--- config.mk ---
export PLATFORM = sky130hd
export DESIGN_NAME = spi_controller_flat
export DESIGN_NICKNAME = d
export VERILOG_FILES = /design/src/rtl/spi_controller_if.sv /design/src/rtl/spi_controller.sv /design/src/flat_wrapper.sv
export SDC_FILE = /design/constraint.sdc
export NUM_CORES = 1
export LEC_CHECK = 0
export CAP_MARGIN = 20
export CELL_PAD_IN_SITES_DETAIL_PLACEMENT = 1
export CELL_PAD_IN_SITES_GLOBAL_PLACEMENT = 1
export CORE_MARGIN = 5
export CORE_UTILIZATION = 35
export DETAILED_ROUTE_END_ITERATION = 10
export PLACE_DENSITY_LB_ADDON = 0.12
export RECOVER_POWER = 25
export SYNTH_ARGS = -nofsm -noshare
export SYNTH_HDL_FRONTEND = slang
export SYNTH_SLANG_ARGS = --single-unit
--- constraint.sdc ---
create_clock -name clk -period 2.2 [get_ports clk]
set_input_delay 0.44 -clock clk [delete_from_list [all_inputs] [get_ports clk]]
set_output_delay 0.44 -clock clk [all_outputs]
set_load 0.1 [all_outputs]
--- src/rtl/spi_controller_if.sv ---
// ============================================================================
// Module      : spi_controller_if
// Description : Host request and SPI pin bundle for spi_controller.
// Revision    : 1.0 - initial release
// ============================================================================
`default_nettype none

interface spi_controller_if;
    logic       start;
    logic       rw;
    logic [6:0] addr;
    logic [7:0] wdata;
    logic       busy;
    logic       done;
    logic       sclk;
    logic       copi;
    logic       ncs;

    modport master (
        output start, rw, addr, wdata,
        input  busy, done, sclk, copi, ncs
    );

    modport slave (
        input  start, rw, addr, wdata,
        output busy, done, sclk, copi, ncs
    );
endinterface

`default_nettype wire

--- src/rtl/spi_controller.sv ---
// ============================================================================
// Module      : spi_controller
// Description : Mode-0 SPI initiator sending one 16-bit {rw, addr, wdata} frame.
// Revision    : 1.0 - initial release
// ============================================================================
`default_nettype none

module spi_controller #(
    parameter int CLK_DIV = 8
) (
    input  logic              clk,
    input  logic              rst,
    spi_controller_if.slave   bus
);

    generate
        if (CLK_DIV < 2 || CLK_DIV > 255) begin : g_bad_clk_div
            $error("spi_controller: CLK_DIV must be within 2..255");
        end
    endgenerate

    localparam int                 c_CNT_W   = $clog2(CLK_DIV);
    localparam logic [c_CNT_W-1:0] c_CNT_MAX = c_CNT_W'(CLK_DIV - 1);

    typedef enum logic [1:0] {
        S_IDLE  = 2'd0,
        S_SHIFT = 2'd1,
        S_HOLD  = 2'd2,
        S_GAP   = 2'd3
    } state_t;

    state_t             r_state;
    logic [c_CNT_W-1:0] r_cnt;
    logic [3:0]         r_bit;
    logic [15:0]        r_frame;
    logic               r_sclk;
    logic               r_copi;
    logic               r_ncs;
    logic               r_busy;
    logic               r_done;

    state_t             w_state_nxt;
    logic [c_CNT_W-1:0] w_cnt_nxt;
    logic [3:0]         w_bit_nxt;
    logic [15:0]        w_frame_nxt;
    logic               w_sclk_nxt;
    logic               w_copi_nxt;
    logic               w_ncs_nxt;
    logic               w_busy_nxt;
    logic               w_done_nxt;
    logic               w_cnt_last;
    logic [3:0]         w_bit_dec;

    assign w_cnt_last = (r_cnt == c_CNT_MAX);
    assign w_bit_dec  = r_bit - 4'd1;

    // All pins are registered so they change cleanly one cycle after the decision.
    always_ff @(posedge clk or posedge rst) begin
        if (rst) begin
            r_state <= S_IDLE;
            r_cnt   <= '0;
            r_bit   <= 4'd15;
            r_frame <= 16'h0000;
            r_sclk  <= 1'b0;
            r_copi  <= 1'b0;
            r_ncs   <= 1'b1;
            r_busy  <= 1'b0;
            r_done  <= 1'b0;
        end else begin
            r_state <= w_state_nxt;
            r_cnt   <= w_cnt_nxt;
            r_bit   <= w_bit_nxt;
            r_frame <= w_frame_nxt;
            r_sclk  <= w_sclk_nxt;
            r_copi  <= w_copi_nxt;
            r_ncs   <= w_ncs_nxt;
            r_busy  <= w_busy_nxt;
            r_done  <= w_done_nxt;
        end
    end

    always_comb begin
        w_state_nxt = r_state;
        w_cnt_nxt   = r_cnt;
        w_bit_nxt   = r_bit;
        w_frame_nxt = r_frame;
        w_sclk_nxt  = r_sclk;
        w_copi_nxt  = r_copi;
        w_ncs_nxt   = r_ncs;
        w_busy_nxt  = r_busy;
        w_done_nxt  = 1'b0;

        case (r_state)
            S_IDLE: begin
                w_ncs_nxt  = 1'b1;
                w_sclk_nxt = 1'b0;
                w_copi_nxt = 1'b0;
                w_busy_nxt = 1'b0;
                w_cnt_nxt  = '0;
                w_bit_nxt  = 4'd15;
                if (bus.start) begin
                    w_frame_nxt = {bus.rw, bus.addr, bus.wdata};
                    w_state_nxt = S_SHIFT;
                    w_ncs_nxt   = 1'b0;
                    w_copi_nxt  = bus.rw;
                    w_busy_nxt  = 1'b1;
                end
            end

            S_SHIFT: begin
                if (!w_cnt_last) begin
                    w_cnt_nxt = r_cnt + 1'b1;
                end else begin
                    w_cnt_nxt = '0;
                    if (!r_sclk) begin
                        w_sclk_nxt = 1'b1;
                    end else begin
                        // End of a high half: next bit goes out with the falling edge.
                        w_sclk_nxt = 1'b0;
                        if (r_bit == 4'd0) begin
                            w_state_nxt = S_HOLD;
                        end else begin
                            w_bit_nxt  = w_bit_dec;
                            w_copi_nxt = r_frame[w_bit_dec];
                        end
                    end
                end
            end

            S_HOLD: begin
                if (!w_cnt_last) begin
                    w_cnt_nxt = r_cnt + 1'b1;
                end else begin
                    w_cnt_nxt   = '0;
                    w_state_nxt = S_GAP;
                    w_ncs_nxt   = 1'b1;
                    w_copi_nxt  = 1'b0;
                end
            end

            S_GAP: begin
                if (!w_cnt_last) begin
                    w_cnt_nxt = r_cnt + 1'b1;
                end else begin
                    w_cnt_nxt   = '0;
                    w_state_nxt = S_IDLE;
                    w_busy_nxt  = 1'b0;
                    w_done_nxt  = 1'b1;
                end
            end

            default: begin
                w_state_nxt = S_IDLE;
            end
        endcase
    end

    assign bus.busy = r_busy;
    assign bus.done = r_done;
    assign bus.sclk = r_sclk;
    assign bus.copi = r_copi;
    assign bus.ncs  = r_ncs;

endmodule

`default_nettype wire

--- src/flat_wrapper.sv ---
// flat-port wrapper written by rule: the top's interface ports become plain ports
module spi_controller_flat 
#(
    parameter int CLK_DIV = 8
)
  (clk, rst, bus_start, bus_rw, bus_addr, bus_wdata, bus_busy, bus_done, bus_sclk, bus_copi, bus_ncs);
  spi_controller_if bus_i ();
  input  logic clk;
  input  logic rst;
  input wire logic [$bits(bus_i.start)-1:0] bus_start;
  input wire logic [$bits(bus_i.rw)-1:0] bus_rw;
  input wire logic [$bits(bus_i.addr)-1:0] bus_addr;
  input wire logic [$bits(bus_i.wdata)-1:0] bus_wdata;
  output wire logic [$bits(bus_i.busy)-1:0] bus_busy;
  output wire logic [$bits(bus_i.done)-1:0] bus_done;
  output wire logic [$bits(bus_i.sclk)-1:0] bus_sclk;
  output wire logic [$bits(bus_i.copi)-1:0] bus_copi;
  output wire logic [$bits(bus_i.ncs)-1:0] bus_ncs;
  assign bus_i.start = bus_start;
  assign bus_i.rw = bus_rw;
  assign bus_i.addr = bus_addr;
  assign bus_i.wdata = bus_wdata;
  assign bus_busy = bus_i.busy;
  assign bus_done = bus_i.done;
  assign bus_sclk = bus_i.sclk;
  assign bus_copi = bus_i.copi;
  assign bus_ncs = bus_i.ncs;
  spi_controller #(.CLK_DIV(CLK_DIV)) u_core (.clk(clk), .rst(rst), .bus(bus_i));
endmodule
==> results.cfg <==
[sta]
setup_tns_ns = 0
fin_worst_skew_ns = 0.00654
setup_ws_ns = 0.310
max_freq_mhz = 529
max_slew_margin_pct = 46.4
worstMarginPinSlew_ns = 0.803
post-route-min-period_ns = 1.89
slew_viol_final = 0
hold_viol_final = 0
finalCritPeriodShare_pct = 85.9
rsz0062_at_grt = no
setup_viol = 0

[drt]
drcViolationCount = 0
drtPass1Iterations = 4
dr.first_iter.drc_count = 54
wl_per_cell_um = 15.8
vias = 1052
ant_nets = 0
wirelength_um = 3220
avgViaCountPerCell = 5.16

[job]
maxCapViolCount = 0

[worst_setup_path]
crit_path_end_kind = flop
cpMaxStageDelayCell = dfstp_2
cp.arrival_ns = 2.09
path_class = flop to flop
required_ns = 2.40
r2r_setup_slack_ns = 0.31
path_cells = inv_1, ha_1, or3b_4, a32oi_1, or4_1, o211ai_1
path_max_fanout = 4
critPathMaxStageDelay_ns = 0.53
cp-start-kind = flop

[pwr]
totalPowerFinal_uw = 2480
leakage_uw = 0.000849
p_per_area_nw_per_um2 = 1300
vdd_ir_drop_max_mv = 0.396

[finish]
area.sequential_um2 = 757
drive_gt1_share_pct = 30.3
final_common_cell = dfrtp_1
area_delta_synth_final_pct = 24.6
nFillCells = 468
diodes = 0
final_cell_mix = 25 x dfrtp_1, 17 x mux2_2, 17 x clkdlybuf4s50_1
fin_nets = 180
multi_input_area_um2 = 726
fin_area_um2 = 1910

[die]
die_y_um = 76.2
dieArea_um2 = 5810
io_pins = 24
core_um2 = 4290
start_util_pct = 35.7
num_rows = 24
dieWidth_um = 76.2

[logic_synthesis]
synth_top_family_by_area = multiplexers
syn_nets = 150
netlist_area_um2 = 1530
ys_ff_latch = 30
synth_compound_area_share_pct = 6.93
synthAdderAreaFrac_pct = 8.16
synth_mux_area_share_pct = 21.9
synthCells = 121
yosysSeqAreaShare_pct = 49.3
synth_xor_area_share_pct = 1.71
syn_area_per_cell_um2 = 12.7
synth-simple-area-share_pct = 8.56
synth_cell_type_count = 28
yosys_warnings = 0

[place]
place_area_um2 = 1820
io_buffers = 23
hpwl_um = 2460
routabilityCongestion = 0.729
pre_cts_ws_ns = 0.337

[clocking]
cts_tree = done
clkTransAtPathRegs_ns = 0.07
postCtsSetupBuffers = 0
cts_made_buffers = 5
clock_latency_ns = 0.28
cts_root_buffer = clkbuf_8
cts-htree-levels = 2
cts_num_sinks = 30
clock_path_buffers = 2
cts-resized-gates = 0
ctsHoldBuffers = 0

[global_routing]
grt_pass1_vias = 1217
grt_usage_pct = 12.2
antenna_found_initial = 0
grt_pass1_wl_um = 5750
grt_max_degree = 31
overflow = 0

[run_status]
status = complete, no violations

[worst_hold_path]
hold_path.class = flop to flop
-- stage by stage --
| stage | std cells | utilization (%) | hold WS [ns] |
|---|---|---|---|
| finish | 204 | 44.5 | 0.435 |
| global route | 204 | 44.5 | 0.461 |
| CTS | 204 | 44.6 | 0.441 |
| detailed placement | 196 | 42.3 | 0.432 |
| global placement | 196 | 42.3 | 0.420 |
| floorplan | 121 | - | 0.408 |
-- power breakdown --
| part | internal [uW] | switching [uW] | total, uW |
|---|---|---|---|
| logic | 497 | 578 | 1070 |
| registers | 789 | 147 | 937 |
| clock network | 251 | 217 | 468 |
-- layout make-up --
cell class,count,share of cell area (%)
Clock buffer,6,4.32
Clock inverter,2,0.655
Inverter,8,1.57
Multi-Input combinational cell,80,38.0
Sequential cell,30,39.6
Tap cell,52,3.41
Timing Repair Buffer,26,12.4
-- cell usage after synthesis --
| library cell | count | area [um2] |
|---|---|---|
| dfrtp_1 | 25 | 626 |
| mux2_2 | 17 | 191 |
| o21ai_0 | 11 | 55.1 |
| ha_1 | 10 | 125 |
| inv_1 | 8 | 30.0 |
| nor2_1 | 7 | 26.3 |
| dfstp_2 | 5 | 131 |
| nand2_1 | 5 | 18.8 |
| mux2i_1 | 4 | 40.0 |
| mux4_2 | 4 | 90.1 |
| nand2b_1 | 3 | 18.8 |
| buf_2 | 2 | 10.0 |
| nand4_1 | 2 | 12.5 |
| nor2b_1 | 2 | 12.5 |
| nor3_1 | 2 | 10.0 |
| xnor2_1 | 2 | 17.5 |
| a21oi_1 | 1 | 5.00 |
| a32oi_1 | 1 | 8.76 |
| and2_1 | 1 | 6.26 |
| buf_6 | 1 | 11.3 |
| mux2_4 | 1 | 15.0 |
| nor3b_1 | 1 | 7.51 |
| o2111ai_2 | 1 | 15.0 |
| o211ai_1 | 1 | 7.51 |
| o2bb2ai_2 | 1 | 15.0 |
| or3b_4 | 1 | 11.3 |
| or4_1 | 1 | 7.51 |
| xor2_1 | 1 | 8.76 |
-- critical path, delay by kind of cell (launching register included) --
kind	cells	cell delay [ns]
flops	1	0.53
compound gates	2	0.22
fa+ha+maj	1	0.23
simple gates	2	0.78
buf+inv	1	0.05
-- flip-flops by register name, summed over array words and instances (netlist names) --
signal / cells
u_core.bus.ncs: 1
u_core.bus.busy: 1
u_core.bus.done: 1
u_core.r_frame: 16
u_core.r_cnt: 3
u_core.r_bit: 4
u_core.bus.copi: 1
u_core.bus.sclk: 1
u_core.r_state: 2
-- final timing paths --
check / startpoint / endpoint / cells past startpoint
max: u_core.r_bit[0]$_DFFE_PP1P_ / u_core.bus.copi$_DFFE_PP0P_ / 6
min: u_core.r_cnt[0]$_DFF_PP0_ / u_core.r_cnt[0]$_DFF_PP0_ / 1
max reg2reg: u_core.r_bit[0]$_DFFE_PP1P_ / u_core.bus.copi$_DFFE_PP0P_ / 6
min reg2reg: u_core.r_cnt[0]$_DFF_PP0_ / u_core.r_cnt[0]$_DFF_PP0_ / 1
max in group asynchronous: rst / u_core.bus.copi$_DFFE_PP0P_ / 3
min in group asynchronous: rst / u_core.r_frame[12]$_DFFE_PP0P_ / 3
-- cells by family (layout without fill, tap and decap cells) --
group                      after synthesis  after routing
buffers and inverters                   11             42
adders and majority gates               10             10
and+or+nand+nor                         25             25
muxes                                   26             26
AOI/OAI and AO/OA                       16             16
DFF                                     30             30
xor gates and xnor gates                 3              3
-- routing by layer --
| layer | global-route usage (%) | routed length, um | vias to the layer above |
|---|---|---|---|
| met2 | 18.9 | 1570 | 17 |
| met3 | 3.55 | 121 | 6 |
| li1 | - | - | 484 |
| met4 | 4.72 | 53 | 0 |
| met5 | 0 | 0 | - |
| met1 | 16.0 | 1470 | 545 |
No activity file was read; power rests on OpenSTA's default activity.
